File: src/rtl/fb_pkg.sv
// fb_pkg: shared definitions for the framebuffer write path.
//   PIX_W       gray pixel width carried from compute engine to framebuffer
//   fb_state_t  write sequencer state encoding
package fb_pkg;

  localparam int unsigned PIX_W = 4;

  typedef enum logic [2:0] {
    IDLE,
    PTR_RST,
    FETCH,
    STROBE,
    WAIT_ACK,
    GAP
  } fb_state_t;

endpackage

File: src/rtl/fb_pixel_fifo.sv
// fb_pixel_fifo: synchronous pixel buffer between compute engine and the
// framebuffer write sequencer. DEPTH must be a power of two, at least 2.
//   clk, rst   clock and synchronous active-high reset
//   flush      empties the buffer (wins over a same-cycle push)
//   push       write push_data (ignored when full unless popping too)
//   pop        drop head entry (ignored when empty)
//   head       current head entry, valid when !empty
//   full/empty occupancy flags
//   count      current occupancy, 0..DEPTH
module fb_pixel_fifo
  import fb_pkg::*;
#(
  parameter int unsigned DEPTH = 4,
  parameter int unsigned WIDTH = PIX_W
) (
  input  logic                    clk,
  input  logic                    rst,
  input  logic                    flush,
  input  logic                    push,
  input  logic [WIDTH-1:0]        push_data,
  input  logic                    pop,
  output logic [WIDTH-1:0]        head,
  output logic                    full,
  output logic                    empty,
  output logic [$clog2(DEPTH):0]  count
);

  localparam int unsigned AW    = $clog2(DEPTH);
  localparam int unsigned CNT_W = AW + 1;
  localparam logic [CNT_W-1:0] DEPTH_C = CNT_W'(DEPTH);

  logic [WIDTH-1:0] mem [DEPTH];
  logic [AW-1:0]    wr_ptr;
  logic [AW-1:0]    rd_ptr;
  logic             do_push;
  logic             do_pop;

  assign do_pop  = pop && !empty;
  // A pop frees a slot in the same cycle, so a full buffer can still take a push.
  assign do_push = push && (!full || do_pop);
  assign full    = (count == DEPTH_C);
  assign empty   = (count == '0);
  assign head    = mem[rd_ptr];

  always_ff @(posedge clk) begin
    if (rst || flush) begin
      wr_ptr <= '0;
      rd_ptr <= '0;
      count  <= '0;
    end else begin
      if (do_push) wr_ptr <= wr_ptr + 1'b1;
      if (do_pop)  rd_ptr <= rd_ptr + 1'b1;
      count <= count + CNT_W'(do_push) - CNT_W'(do_pop);
    end
  end

  always_ff @(posedge clk) begin
    if (do_push) mem[wr_ptr] <= push_data;
  end

endmodule

File: src/rtl/fb_write_sequencer.sv
// fb_write_sequencer: accepts a frame of gray pixels from the compute engine,
// buffers them and writes them one at a time to the framebuffer with a
// strobe/acknowledge handshake. All outputs are registered.
//   clk, rst         clock and synchronous active-high reset
//   start            one-cycle request to write a new frame (ignored while busy)
//   pix_valid/ready  pixel handshake from the compute engine, pix_data value
//   write_data_in    pixel value presented to the framebuffer write port
//   write_data       one-cycle write strobe
//   reset_write_ptr  rewinds the framebuffer write pointer at frame start
//   wrote_data       write acknowledge, honoured only while waiting for it
//   busy             high whenever not idle
//   frame_done       one-cycle pulse once the last pixel is acknowledged
//   ack_err          sticky: some acknowledge in this frame timed out
module fb_write_sequencer
  import fb_pkg::*;
#(
  parameter int unsigned FRAME_W        = 320,
  parameter int unsigned FRAME_H        = 240,
  parameter int unsigned FIFO_DEPTH     = 4,
  parameter int unsigned PTR_RST_CYCLES = 4,
  parameter int unsigned WRITE_GAP      = 2,
  parameter int unsigned ACK_TIMEOUT    = 15
) (
  input  logic             clk,
  input  logic             rst,
  input  logic             start,
  input  logic             pix_valid,
  input  logic [PIX_W-1:0] pix_data,
  output logic             pix_ready,
  output logic [PIX_W-1:0] write_data_in,
  output logic             write_data,
  output logic             reset_write_ptr,
  input  logic             wrote_data,
  output logic             busy,
  output logic             frame_done,
  output logic             ack_err
);

  localparam int unsigned TOTAL = FRAME_W * FRAME_H;
  localparam int unsigned CW    = $clog2(TOTAL + 1);
  localparam logic [CW-1:0] TOTAL_C = CW'(TOTAL);

  localparam int unsigned FAW   = $clog2(FIFO_DEPTH);
  localparam int unsigned FCW   = FAW + 1;
  localparam logic [FCW-1:0] DEPTH_C = FCW'(FIFO_DEPTH);

  // Last timer value of each timed state; a zero-length setting still costs one cycle.
  localparam int unsigned PTR_LAST = (PTR_RST_CYCLES > 1) ? PTR_RST_CYCLES - 1 : 0;
  localparam int unsigned ACK_LAST = (ACK_TIMEOUT > 1) ? ACK_TIMEOUT - 1 : 0;
  localparam int unsigned GAP_LAST = (WRITE_GAP > 1) ? WRITE_GAP - 1 : 0;
  localparam int unsigned TMAX_PA  = (PTR_LAST > ACK_LAST) ? PTR_LAST : ACK_LAST;
  localparam int unsigned TMAX     = (TMAX_PA > GAP_LAST) ? TMAX_PA : GAP_LAST;
  localparam int unsigned TW       = $clog2(TMAX + 2);
  localparam logic [TW-1:0] PTR_LAST_C = TW'(PTR_LAST);
  localparam logic [TW-1:0] ACK_LAST_C = TW'(ACK_LAST);
  localparam logic [TW-1:0] GAP_LAST_C = TW'(GAP_LAST);

  fb_state_t        state, state_n;
  logic [CW-1:0]    acc_cnt, acc_cnt_n;
  logic [CW-1:0]    wr_cnt, wr_cnt_n;
  logic [TW-1:0]    tmr, tmr_n;
  logic             acc_clear;

  logic             pix_ready_n;
  logic [PIX_W-1:0] write_data_in_n;
  logic             write_data_n;
  logic             reset_write_ptr_n;
  logic             busy_n;
  logic             frame_done_n;
  logic             ack_err_n;

  logic             fifo_flush;
  logic             fifo_push;
  logic             fifo_pop;
  logic [PIX_W-1:0] fifo_head;
  logic             fifo_full;
  logic             fifo_empty;
  logic [FCW-1:0]   fifo_count;
  logic [FCW-1:0]   fifo_count_n;

  fb_pixel_fifo #(
    .DEPTH (FIFO_DEPTH),
    .WIDTH (PIX_W)
  ) u_fifo (
    .clk       (clk),
    .rst       (rst),
    .flush     (fifo_flush),
    .push      (fifo_push),
    .push_data (pix_data),
    .pop       (fifo_pop),
    .head      (fifo_head),
    .full      (fifo_full),
    .empty     (fifo_empty),
    .count     (fifo_count)
  );

  always_comb begin
    state_n         = state;
    wr_cnt_n        = wr_cnt;
    tmr_n           = tmr;
    write_data_in_n = write_data_in;
    ack_err_n       = ack_err;
    frame_done_n    = 1'b0;
    acc_clear       = 1'b0;
    fifo_flush      = 1'b0;
    fifo_pop        = 1'b0;
    fifo_push       = pix_valid && pix_ready && !fifo_full;

    case (state)
      IDLE: begin
        if (start) begin
          state_n    = PTR_RST;
          tmr_n      = '0;
          wr_cnt_n   = '0;
          ack_err_n  = 1'b0;
          fifo_flush = 1'b1;
          acc_clear  = 1'b1;
        end
      end
      PTR_RST: begin
        if (tmr >= PTR_LAST_C) state_n = FETCH;
        else                   tmr_n   = tmr + 1'b1;
      end
      FETCH: begin
        if (!fifo_empty) begin
          fifo_pop        = 1'b1;
          write_data_in_n = fifo_head;
          state_n         = STROBE;
        end
      end
      STROBE: begin
        // The acknowledge timeout is measured from the strobe cycle itself.
        state_n = WAIT_ACK;
        tmr_n   = TW'(1);
      end
      WAIT_ACK: begin
        if (wrote_data || (tmr >= ACK_LAST_C)) begin
          if (!wrote_data) ack_err_n = 1'b1;
          state_n  = GAP;
          tmr_n    = '0;
          wr_cnt_n = wr_cnt + 1'b1;
        end else begin
          tmr_n = tmr + 1'b1;
        end
      end
      GAP: begin
        if (tmr >= GAP_LAST_C) begin
          if (wr_cnt >= TOTAL_C) begin
            state_n      = IDLE;
            frame_done_n = 1'b1;
          end else begin
            state_n = FETCH;
          end
        end else begin
          tmr_n = tmr + 1'b1;
        end
      end
      default: state_n = IDLE;
    endcase

    acc_cnt_n = acc_clear ? '0 : acc_cnt + CW'(fifo_push);

    // pix_ready is registered, so it is derived from next-cycle occupancy and
    // acceptance count to stay exact when push and pop coincide.
    fifo_count_n = fifo_flush ? '0
                 : fifo_count + FCW'(fifo_push) - FCW'(fifo_pop);

    busy_n            = (state_n != IDLE);
    write_data_n      = (state_n == STROBE);
    reset_write_ptr_n = (state_n == PTR_RST);
    pix_ready_n       = busy_n && (fifo_count_n < DEPTH_C) && (acc_cnt_n < TOTAL_C);
  end

  always_ff @(posedge clk) begin
    if (rst) begin
      state           <= IDLE;
      acc_cnt         <= '0;
      wr_cnt          <= '0;
      tmr             <= '0;
      pix_ready       <= 1'b0;
      write_data_in   <= '0;
      write_data      <= 1'b0;
      reset_write_ptr <= 1'b0;
      busy            <= 1'b0;
      frame_done      <= 1'b0;
      ack_err         <= 1'b0;
    end else begin
      state           <= state_n;
      acc_cnt         <= acc_cnt_n;
      wr_cnt          <= wr_cnt_n;
      tmr             <= tmr_n;
      pix_ready       <= pix_ready_n;
      write_data_in   <= write_data_in_n;
      write_data      <= write_data_n;
      reset_write_ptr <= reset_write_ptr_n;
      busy            <= busy_n;
      frame_done      <= frame_done_n;
      ack_err         <= ack_err_n;
    end
  end

endmodule
File: config.mk
export PLATFORM = sky130hd
export DESIGN_NAME = fb_write_sequencer
export DESIGN_NICKNAME = d
export VERILOG_FILES = /design/src/rtl/fb_pkg.sv /design/src/rtl/fb_pixel_fifo.sv /design/src/rtl/fb_write_sequencer.sv
export SDC_FILE = /design/constraint.sdc
export NUM_CORES = 1
export LEC_CHECK = 0
export ABC_AREA = 1
export CAP_MARGIN = 30
export CORE_ASPECT_RATIO = 0.75
export CORE_MARGIN = 3
export CORE_UTILIZATION = 65
export CTS_BUF_LIST = sky130_fd_sc_hd__clkbuf_2
export CTS_CLUSTER_SIZE = 40
export DETAILED_ROUTE_END_ITERATION = 8
export DONT_BUFFER_PORTS = 1
export PLACE_DENSITY = 0.86
export SLEW_MARGIN = 20
export SYNTH_ARGS = -nofsm -noshare
export SYNTH_HDL_FRONTEND = slang
export SYNTH_SLANG_ARGS = --single-unit
File: constraint.sdc
create_clock -name clk -period 2.3 [get_ports clk]
set_clock_uncertainty 0.05 [all_clocks]
set_input_delay 0.115 -clock clk [delete_from_list [all_inputs] [get_ports clk]]
set_output_delay 0.115 -clock clk [all_outputs]
set_load 0.02 [all_outputs]
==> metrics.md, run 1 <==
| Metric | Value |
|---|---|
| Slew Viols, Final | `0` |
| CORE AREA | `5120 um^2` |
| H-tree Lvls | `3` |
| Pleak | `about 1.6 nW` |
| Worst Path Max Fanout | `5` |
| Die width | `a little over 90 um` |
| Total power | `around 2.3 mW` |
| Count of cell types in the netlist | `40` |
| Gr usage total | `roughly 25%` |
| Worst R2R Setup Slack | `0.18 ns` |
| Worst skew pair latency | `approximately 0.54 ns` |
| WL/cell | `about 14 um` |
| Die Height | `a little over 70 um` |
| Worst IR drop on VDD | `about 0.5 mV` |
| CTS Root Cell | `clkbuf_2` |
| # DRC | `0` |
| Worst Setup Start Kind | `flip-flop` |
| Post-synth net total | `about 480` |
| WHS | `roughly 0.23 ns` |
| Pin count of the biggest net entering global routing | `20` |
| CP Class | `flip-flop to flip-flop` |
| Initial drt markers | `269` |
| Num rows | `22` |
| Hold wc startpoint | `pix_data[1]` |
| # IOs | `19` |
| Post-Syn Area | `3620 um^2` |
| Power density cells | `around 570 nW/um^2` |
| FF-to-FF End | `pix_ready` |
| Pre-antenna DRT Iters | `7` |
| Hold path depth | `1` |
| Period utilisation layout | `92.0%` |
| Final core occ | `between 70% and 80%` |
| Antenna viol nets, final | `0` |
| Synth Instances | `approximately 460` |
| Register area | `1650 um^2` |
| Max Cap Viol | `0` |
| P&R area growth vs syn | `8.75%` |
| Arrival time at the worst endpoint | `around 2.5 ns` |
| Vias in the first global route | `2,823` |
| TritonCTS clock tree | `yes` |
| Vias | `3,077` |
| Hold Path Class | `input port to flip-flop` |
| Via density per instance | `5.57` |
| Antenna violations before repair | `0` |
| Multi-input gate area | `about 1700 um^2` |
| Setup violators final | `0` |
| Critical Path Sink Type | `flip-flop` |
| Reg clk slew, reported paths | `between 0.2 and 0.25 ns` |
| Die Footprint | `roughly 6500 um^2` |
| Place WS | `~0.11 ns` |
| Net count, final | `500` |
| Ant. Diodes | `0` |
| Avg Synthesized Cell Area | `a little under 8 um^2` |
| RR Startpoint | `pix_ready` |
| First-pass GRT wire length | `13.0 mm` |
| Placed wire-length estimate | `5.57 mm` |
| Setup WS post-layout | `0.185 ns` |
| TritonCTS Buffers | `9` |
| Filler Cell Count | `between 300 and 400` |
| Final hold vios | `0` |
| Layout cells sized above 1 | `11.9%` |
| WL final | `between 7 and 8 mm` |
| Initial core utilization | `between 70% and 80%` |
| Clock sink count | `74` |
| CP required | `approximately 2.7 ns` |
| Post-synthesis sequential area ratio | `a little under half` |
| Worst-case clock buffer depth | `2` |
| Routability cong. | `around 0.96` |
| FF-to-FF path depth | `14` |
| Worst-Margin Slew | `~0.86 ns` |
| Number of synthesized register bits | `74` |
| Fin crit period | `approximately 2.1 ns` |
| Yosys warning count | `0` |
| Fmax | `0.473 GHz` |
| Total gr overflow | `0` |
| Max transition margin | `between 40% and 50%` |
| End of the worst hold path | `u_fifo.mem[0][1]` |
| PortBufs | `0` |
| Status | `completed` |
-- what timing repair did --
action / 4_1_cts / 5_1_grt
endpoints found under the setup margin: 0 / 2
setup buffers: 0 / 1
hold buffers: 8 / 0
endpoints found under the hold margin: 73 / 0
resized for setup: 0 / 8
-- metal layers --
metal,vias to the layer above,global-route usage (%),part of all wire [%]
met4,0,8.24,1.4
met3,15,7.76,8.2
met2,115,38.8,45
met1,1416,34.4,46
met5,-,0,0
li1,1531,-,-
-- Yosys cell counts --
cell type	instances	area, um^2
nor2_2	5	31.3
a21oi_1	28	140
a31o_1	1	8.76
o21ai_2	3	26.3
ha_1	15	188
nand3_2	5	50.1
o21ai_1	2	10.0
o21a_1	1	7.51
or2_0	1	6.26
nor3_2	1	10.0
inv_2	7	26.3
nor2_1	73	274
fa_1	1	20.0
clkbuf_1	3	11.3
dfxtp_1	58	1160
a211oi_1	1	7.51
edfxtp_1	16	480
xnor2_1	3	26.3
nor3_4	1	16.3
clkinv_1	3	11.3
xor2_1	5	43.8
a31oi_1	6	37.5
nor2_4	2	22.5
a31o_2	1	8.76
buf_6	1	11.3
nor3b_1	1	7.51
nand4_1	12	75.1
buf_2	3	15.0
nand3b_1	2	15.0
a21o_1	2	15.0
a31oi_2	1	12.5
nor3_1	11	55.1
nand2_2	5	31.3
inv_1	54	203
a211oi_2	1	12.5
o21bai_1	2	15.0
nand2_1	74	278
o21ai_0	23	115
a21oi_2	2	17.5
nand3_1	23	115
-- power by group --
part | leakage (nW) | switching (mW) | internal, mW
sequential | 0.614 | 0.0162 | 1.34
combinational | 0.870 | 0.0963 | 0.0430
clock | 0.0709 | 0.499 | 0.261
total | 1.56 | 0.612 | 1.65
-- registers in the layout, indices dropped and copies added (netlist names), 3 cells and up --
signal,flops
acc_cnt,17
wr_cnt,17
u_fifo.mem,16
tmr,4
write_data_in,4
state,3
u_fifo.count,3
-- kinds of logic after synthesis --
group	after synthesis	share of synthesized area, %
adder cells (fa/ha/maj)	16	5.74
flip-flops	74	45.4
XOR/XNOR	8	1.94
AO/OA/AOI/OAI	74	12.0
buffers and inverters	71	7.68
AND/OR/NAND/NOR	216	27.3
-- worst max-delay path, stage by stage (launching register included) --
cell	delay [ns]
dfxtp_1	0.39
nand2_1	0.11
a31oi_1	0.17
ha_2	0.21
inv_1	0.05
nor2_2	0.22
nand2_1	0.17
nor2_1	0.14
nand2_1	0.06
nand3_1	0.16
inv_1	0.07
nor2_1	0.09
nand3_1	0.07
nand2_1	0.06
nor2_1	0.04
-- cell usage in the layout (no fill, tap or decap), drive strengths merged --
cell and instances:
a21oi 30, nand3b 2, a21o 2, o21a 1, clkinv 5, dlygate4sd3 8, or2 1, fa 1
a31oi 7, nand2 79, nand4 12, bufinv 1, nor3 13, a31o 2, nor3b 1, clkinvlp 1
o21ai 28, dfxtp 58, ha 15, xnor2 3, clkbuf 9, nor2 80, nand3 28, inv 64
buf 4, edfxtp 16, o21bai 2, xor2 5, a211oi 2
-- final cells by class --
type	count	area share, %
clock inverters	7	1.94
repair buffers	12	2.80
well taps	72	2.29
flip-flops and latches	74	41.8
multi-input cells	314	43.9
inverters	64	6.10
clock buffers	9	1.14
-- through the flow --
stage	instances	area, um^2	setup TNS (ns)
after floorplan	459	3620	0
after global placement	527	3690	0
after detailed placement	527	3690	0
after CTS	551	3890	0
after global routing	552	3940	-0.0219
final	552	3940	0
-- worst max-delay path by stage --
| stage | startpoint | endpoint | slack [ns] | depth (start not counted) |
|---|---|---|---|---|
| after global placement | u_fifo.count[1] | pix_ready | 0.20 | 15 |
| after global routing | pix_ready | pix_ready | -0.02 | 13 |
| after floorplan | u_fifo.count[1] | u_fifo.count[2] | 0.20 | 11 |
| after CTS | u_fifo.count[1] | pix_ready | 0.08 | 13 |
| final | pix_ready | pix_ready | 0.18 | 14 |
| after detailed placement | u_fifo.count[1] | pix_ready | 0.11 | 13 |
(Power assumes the default switching activity.)
==> run 2: changes to the inputs <==
--- a/config.mk
+++ b/config.mk
@@ -15,6 +15,7 @@
 export DETAILED_ROUTE_END_ITERATION = 8
 export DONT_BUFFER_PORTS = 1
 export PLACE_DENSITY = 0.86
+export REMOVE_ABC_BUFFERS = 1
 export SLEW_MARGIN = 20
 export SYNTH_ARGS = -nofsm -noshare
 export SYNTH_HDL_FRONTEND = slang
==> metrics.md, run 2 (synthesized netlist as in run 1, its figures left out) <==
| Metric | Value |
|---|---|
| Status | `completed` |
| P&R area growth vs syn | `10.2%` |
| Initial drt markers | `189 (-30%)` |
| Clock sink count | `74 (unchanged)` |
| Slew Viols, Final | `0 (unchanged)` |
| RR Startpoint | `tmr[0]` |
| Power share of the clock group | `32.0% (-1.7 points)` |
| PortBufs | `0 (unchanged)` |
| Max Cap Viol | `0 (unchanged)` |
| Placed wire-length estimate | `5.05 mm (-9.3%)` |
| TritonCTS Buffers | `9 (unchanged)` |
| Sequential Power Share | `61.5% (+1.3 points)` |
| Max transition margin | `43.1% (+0.60 points)` |
| Die Height | `70.6 um (unchanged)` |
| Worst-case clock buffer depth | `2 (unchanged)` |
| Critical Path Sink Type | `flip-flop` |
| Switch share | `26.0% (-1.1 points)` |
| WHS | `0.246 ns (+0.0123 ns)` |
| Period utilisation layout | `95.1% (+3.1 points)` |
| Initial core utilization | `70.7% (unchanged)` |
| Final hold vios | `0 (unchanged)` |
| H-tree Lvls | `3 (unchanged)` |
| Most common cell after layout, fill and taps aside | `nand2_1` |
| Fraction of power consumed by combinational cells | `6.5% (+0.3 points)` |
| Placed insts | `526 (-0.19%)` |
| P_sw | `0.574 mW (-6.2%)` |
| Worst skew pair latency | `0.52 ns (-0.02 ns)` |
| Worst path cell trace | `inv_1 -> ha_1 -> nor2_1 -> o21ai_2 -> buf_4 -> a21oi_4 -> nand2_1 -> a21oi_1 -> dlygate4sd3_1` |
| # DRC | `0 (unchanged)` |
| Power density cells | `554 nW/um^2 (-3.5%)` |
| Most frequent cells in the layout | `nand2_1, nor2_1, dfxtp_1, inv_1, a21oi_1` |
| Vias | `2,992 (-2.8%)` |
| Internal power | `1.64 mW (-0.70%)` |
| Final Cell Area | `3990 um^2 (+1.3%)` |
| Slowest cell on crit path | `dlygate4sd3_1` |
| Via density per instance | `5.39 (-3.3%)` |
| Net count, final | `503 (+0.60%)` |
| Filler Cell Count | `362 (-3.2%)` |
| WL final | `7.24 mm (-6.8%)` |
| Slowest stage delay, CP | `0.58 ns (+0.19 ns)` |
| Ant. Diodes | `0 (unchanged)` |
| DP Area | `3690 um^2 (-0.20%)` |
| Antenna viol nets, final | `0 (unchanged)` |
| Reg clk slew, reported paths | `0.20 ns (-0.02 ns)` |
| Num rows | `22 (unchanged)` |
| Biggest regs | `acc_cnt x17, wr_cnt x17, u_fifo.mem x16` |
| Final Non-Filler Cells | `555 (+0.54%)` |
| Layout cells sized above 1 | `13.0% (+1.2 points)` |
| Worst IR drop on VDD | `0.478 mV (-4.3%)` |
| Routability cong. | `0.872 (-8.9%)` |
| Die width | `92.2 um (unchanged)` |
| Fmax | `0.457 GHz (-3.3%)` |
| Hold wc startpoint | `pix_data[0]` |
| TritonCTS clock tree | `yes` |
| Gr usage total | `23.9% (-1.4 points)` |
| CORE AREA | `5120 um^2 (unchanged)` |
| Worst Setup Start Kind | `flip-flop` |
| Vias in the first global route | `2,777 (-1.6%)` |
| CP Class | `flip-flop to flip-flop` |
| Pleak | `1.55 nW (-0.38%)` |
| Crit path launch | `tmr[0]` |
| # IOs | `19 (unchanged)` |
| Pre-antenna DRT Iters | `4 (-3)` |
| CP required | `2.73 ns (about the same)` |
| Total gr overflow | `0 (unchanged)` |
| First-pass GRT wire length | `12.3 mm (-4.9%)` |
| Place WS | `0.101 ns (-0.0122 ns)` |
| Worst-Margin Slew | `0.850 ns (-0.00890 ns)` |
| Fin crit period | `2.19 ns (+0.0724 ns)` |
| CTS Root Cell | `clkbuf_2` |
| WL/cell | `13.0 um (-7.3%)` |
| Pin count of the biggest net entering global routing | `20 (unchanged)` |
| Die Footprint | `6510 um^2 (unchanged)` |
| Hold Path Class | `input port to flip-flop` |
| Setup WS post-layout | `0.112 ns (-0.0724 ns)` |
| Arrival time at the worst endpoint | `2.62 ns (+0.08 ns)` |
| Antenna violations before repair | `0 (unchanged)` |
| Setup violators final | `0 (unchanged)` |
| Worst Path Max Fanout | `6 (+1)` |
-- run 2: layout make-up --
class | count | area, um^2 | share of cell area, %
clock buffer | 9 | 45.0 | 1.13
clock inverter | 7 | 68.8 | 1.73
inverter | 64 | 240 | 6.02
multi-input combinational | 314 | 1760 | 44.1
sequential | 74 | 1650 | 41.4
tap | 72 | 90.1 | 2.26
timing repair buffer | 15 | 135 | 3.39
-- run 2: stage by stage --
step	total power, mW	util [%]	setup TNS [ns]
final	2.21	77.9	0
after global routing	2.30	77.9	-0.0000109
after CTS	2.21	76.0	0
after detailed placement	1.50	72.0	0
after global placement	1.50	72.0	0
after floorplan	1.47	-	0
-- run 2: worst max-delay path, delay by kind of cell, from the launching register on --
family | cells | cell delay [ns]
flops | 1 | 0.39
fa+ha+maj | 1 | 0.20
buf+inv | 3 | 0.83
compound gates | 3 | 0.49
simple gates | 2 | 0.22
-- run 2: power groups by stage --
stage               Clock (mW)  Combinational [mW]  Sequential (mW)
floorplan                    0              0.0827             1.39
global placement             0               0.110             1.39
detailed placement           0               0.114             1.39
CTS                      0.712               0.133             1.36
global route             0.774               0.160             1.36
finish                   0.706               0.144             1.36
-- run 2: path summary, 6_finish.rpt --
| check | slack [ns] | end | cells after the start |
|---|---|---|---|
| setup reg to reg | 0.11 | wr_cnt[14] | 9 |
| setup / recovery | 0.11 | wr_cnt[14] | 9 |
| hold reg to reg | 0.41 | wr_cnt[4] | 2 |
| hold / removal | 0.25 | u_fifo.mem[0][0] | 1 |
-- run 2: what timing repair did --
item | in CTS | in global routing
hold buffers | 9 | 0
endpoints found under the setup margin | 0 | 7
gates resized for setup | 0 | 16
hold endpoints to repair | 61 | 0
buffers inserted | 0 | 4
-- run 2: layer usage --
layer,global-route usage (%),wire length (um),vias to the layer above
met4,8.24,109,0
met3,6.16,383,9
li1,-,-,1561
met2,38.8,3510,79
met1,31.3,3240,1343
met5,0,0,-
==> run 3: changes to the inputs <==
--- a/config.mk
+++ b/config.mk
@@ -8,7 +8,7 @@
 export ABC_AREA = 1
 export CAP_MARGIN = 30
 export CORE_ASPECT_RATIO = 0.75
-export CORE_MARGIN = 3
+export CORE_MARGIN = 2
 export CORE_UTILIZATION = 65
 export CTS_BUF_LIST = sky130_fd_sc_hd__clkbuf_2
 export CTS_CLUSTER_SIZE = 40
==> constraint.sdc (replaced) <==
create_clock -name clk -period 2.3 [get_ports clk]
set_clock_uncertainty 0.05 [all_clocks]
set_input_delay 0.115 -clock clk [delete_from_list [all_inputs] [get_ports clk]]
set_output_delay 0.115 -clock clk [all_outputs]
set_load 0.01 [all_outputs]
==> metrics.md, run 3 (synthesized netlist as in run 1, its figures left out) <==
| Metric | Value |
|---|---|
| Vias in the first global route | `2,762 (-0.54%)` |
| Pin count of the biggest net entering global routing | `20 (unchanged)` |
| # DRC | `0 (unchanged)` |
| Num rows | `23 (+4.5%)` |
| Reg clk slew, reported paths | `0.23 ns (+0.03 ns)` |
| Total power | `2.20 mW (-0.44%)` |
| Kind of cell adding the most delay to the critical path | `adder cells` |
| Die Height | `68.6 um (-2.8%)` |
| Slowest cell on crit path | `fa_1` |
| Worst path cell trace | `inv_2 -> nand3b_1 -> nand3_1 -> clkinv_1 -> ha_1 -> inv_1 -> ha_1 -> inv_1 -> fa_1 -> a21oi_2 -> o21a_1` |
| P_sw | `0.632 mW (+10%)` |
| Buf+Inv Stages, Crit Path | `4 (+1)` |
| Setup TNS | `0 ns (unchanged)` |
| Fin crit period | `2.16 ns (-0.0245 ns)` |
| Gr usage total | `25.0% (+1.1 points)` |
| CTS Root Cell | `clkbuf_2` |
| Antenna viol nets, final | `0 (unchanged)` |
| Placed insts | `531 (+0.95%)` |
| Max Cap Viol | `0 (unchanged)` |
| TritonCTS Buffers | `9 (unchanged)` |
| Most common cell after layout, fill and taps aside | `nand2_1` |
| Net count, final | `505 (+0.40%)` |
| Period utilisation layout | `94.1% (-1.1 points)` |
| P&R area growth vs syn | `9.89%` |
| Place WS | `0.0434 ns (-0.0581 ns)` |
| Setup WS post-layout | `0.137 ns (+0.0245 ns)` |
| Fmax | `0.462 GHz (+1.1%)` |
| Initial drt markers | `287 (+52%)` |
| CORE AREA | `5350 um^2 (+4.5%)` |
| Slew Viols, Final | `0 (unchanged)` |
| Biggest regs | `acc_cnt x17, wr_cnt x17, u_fifo.mem x16` |
| Setup violators final | `0 (unchanged)` |
| # IOs | `19 (unchanged)` |
| Die Footprint | `6190 um^2 (-4.9%)` |
| Worst skew pair latency | `0.52 ns (about the same)` |
| Max transition margin | `48.1% (+5.0 points)` |
| Final hold vios | `0 (unchanged)` |
| Total gr overflow | `0 (unchanged)` |
| Filler Cell Count | `405 (+12%)` |
| PortBufs | `0 (unchanged)` |
| WL/cell | `13.4 um (+2.5%)` |
| Ant. Diodes | `0 (unchanged)` |
| Placed wire-length estimate | `5.28 mm (+4.5%)` |
| CP Class | `flip-flop to flip-flop` |
| First-pass GRT wire length | `12.1 mm (-2.0%)` |
| Most frequent cells in the layout | `nand2_1, nor2_1, dfxtp_1, inv_1, a21oi_1` |
| Die width | `90.2 um (-2.2%)` |
| Switch share | `28.7% (+2.7 points)` |
| Power density cells | `553 nW/um^2 (-0.16%)` |
| Critical Path Sink Type | `flip-flop` |
| Final Non-Filler Cells | `560 (+0.90%)` |
| Pre-antenna DRT Iters | `5 (+1)` |
| Sequential Power Share | `61.6% (about the same)` |
| TritonCTS clock tree | `yes` |
| Routability cong. | `0.993 (+14%)` |
| WL final | `7.49 mm (+3.4%)` |
| Pleak | `1.58 nW (+2.0%)` |
| Worst Setup Start Kind | `flip-flop` |
| H-tree Lvls | `3 (unchanged)` |
| Worst Path Max Fanout | `4 (-2)` |
| Power share of the clock group | `31.9% (about the same)` |
| Slowest stage delay, CP | `0.41 ns (-0.17 ns)` |
| Status | `completed` |
| Internal power | `1.57 mW (-4.1%)` |
| RSZ-0062 raised after global routing | `yes` |
| Layout cells sized above 1 | `13.6% (+0.56 points)` |
| Clock sink count | `74 (unchanged)` |
| Vias | `3,074 (+2.7%)` |
| Antenna violations before repair | `0 (unchanged)` |
| Hold Path Class | `input port to flip-flop` |
| Via density per instance | `5.49 (+1.8%)` |
| Worst-case clock buffer depth | `2 (unchanged)` |
| Worst-Margin Slew | `0.776 ns (-0.0744 ns)` |
| Fraction of power consumed by combinational cells | `6.4% (about the same)` |
| Worst IR drop on VDD | `0.480 mV (+0.43%)` |
| CP required | `2.74 ns (about the same)` |
| Register area | `1650 um^2 (+0.15%)` |
| Multi-input gate area | `1730 um^2 (-1.8%)` |
| Final core occ | `74.3% (-3.6 points)` |
| Initial core utilization | `67.6% (-3.1 points)` |
| Arrival time at the worst endpoint | `2.60 ns (-0.02 ns)` |
-- run 3: changes by cell type in the layout (fill, tap and decap cells not counted), moves of 2 or more --
cell / delta
a21oi_2: +2
clkinv_1: -2
clkinvlp_4: -3
inv_6: +4
inv_8: +2
-- run 3: through the flow --
step	cell area, um^2	hold slack (ns)
4_1_cts	3920	0.191
2_1_floorplan	3580	0.134
6_report	3980	0.244
5_1_grt	3980	0.190
3_5_place_dp	3700	0.139
3_3_place_gp	3700	0.138
-- run 3: path summary, 6_finish.rpt --
kind / cells after the start / to / from / slack (ns)
setup / recovery: 11 / u_fifo.count[2] / u_fifo.count[1] / 0.14
setup reg to reg: 11 / u_fifo.count[2] / u_fifo.count[1] / 0.14
hold reg to reg: 2 / wr_cnt[8] / wr_cnt[8] / 0.44
hold / removal: 1 / u_fifo.mem[2][2] / pix_data[2] / 0.24
-- run 3: metal layers --
layer  global-route usage, %  vias up  share of wire (%)
met5                       0        -                  0
met4                    10.0        0                1.3
met2                    43.7      115                 47
met3                    6.96       13                6.7
met1                    30.1     1387                 45
li1                        -     1559                  -
-- run 3: layout make-up --
cell class                 count  share of cell area [%]
timing repair buffer          17                    3.84
sequential                    74                    41.5
tap                           75                    2.36
clock buffer                   9                    1.13
multi-input combinational    314                    43.4
inverter                      64                    6.04
clock inverter                 7                    1.67
-- run 3: power groups by stage --
stage	Combinational (mW)	Clock [mW]	Sequential, mW
after global placement	0.110	0	1.38
after CTS	0.138	0.719	1.36
final	0.141	0.703	1.36
after global routing	0.157	0.767	1.36
after detailed placement	0.116	0	1.38
after floorplan	0.0827	0	1.38
-- run 3: repair_timing --
action / in CTS / in global routing
endpoints found under the hold margin: 72 / 0
hold buffers: 10 / 0
pin swaps: 0 / 1
setup endpoints to repair: 1 / 4
setup buffers: 0 / 3
resized for setup: 1 / 13
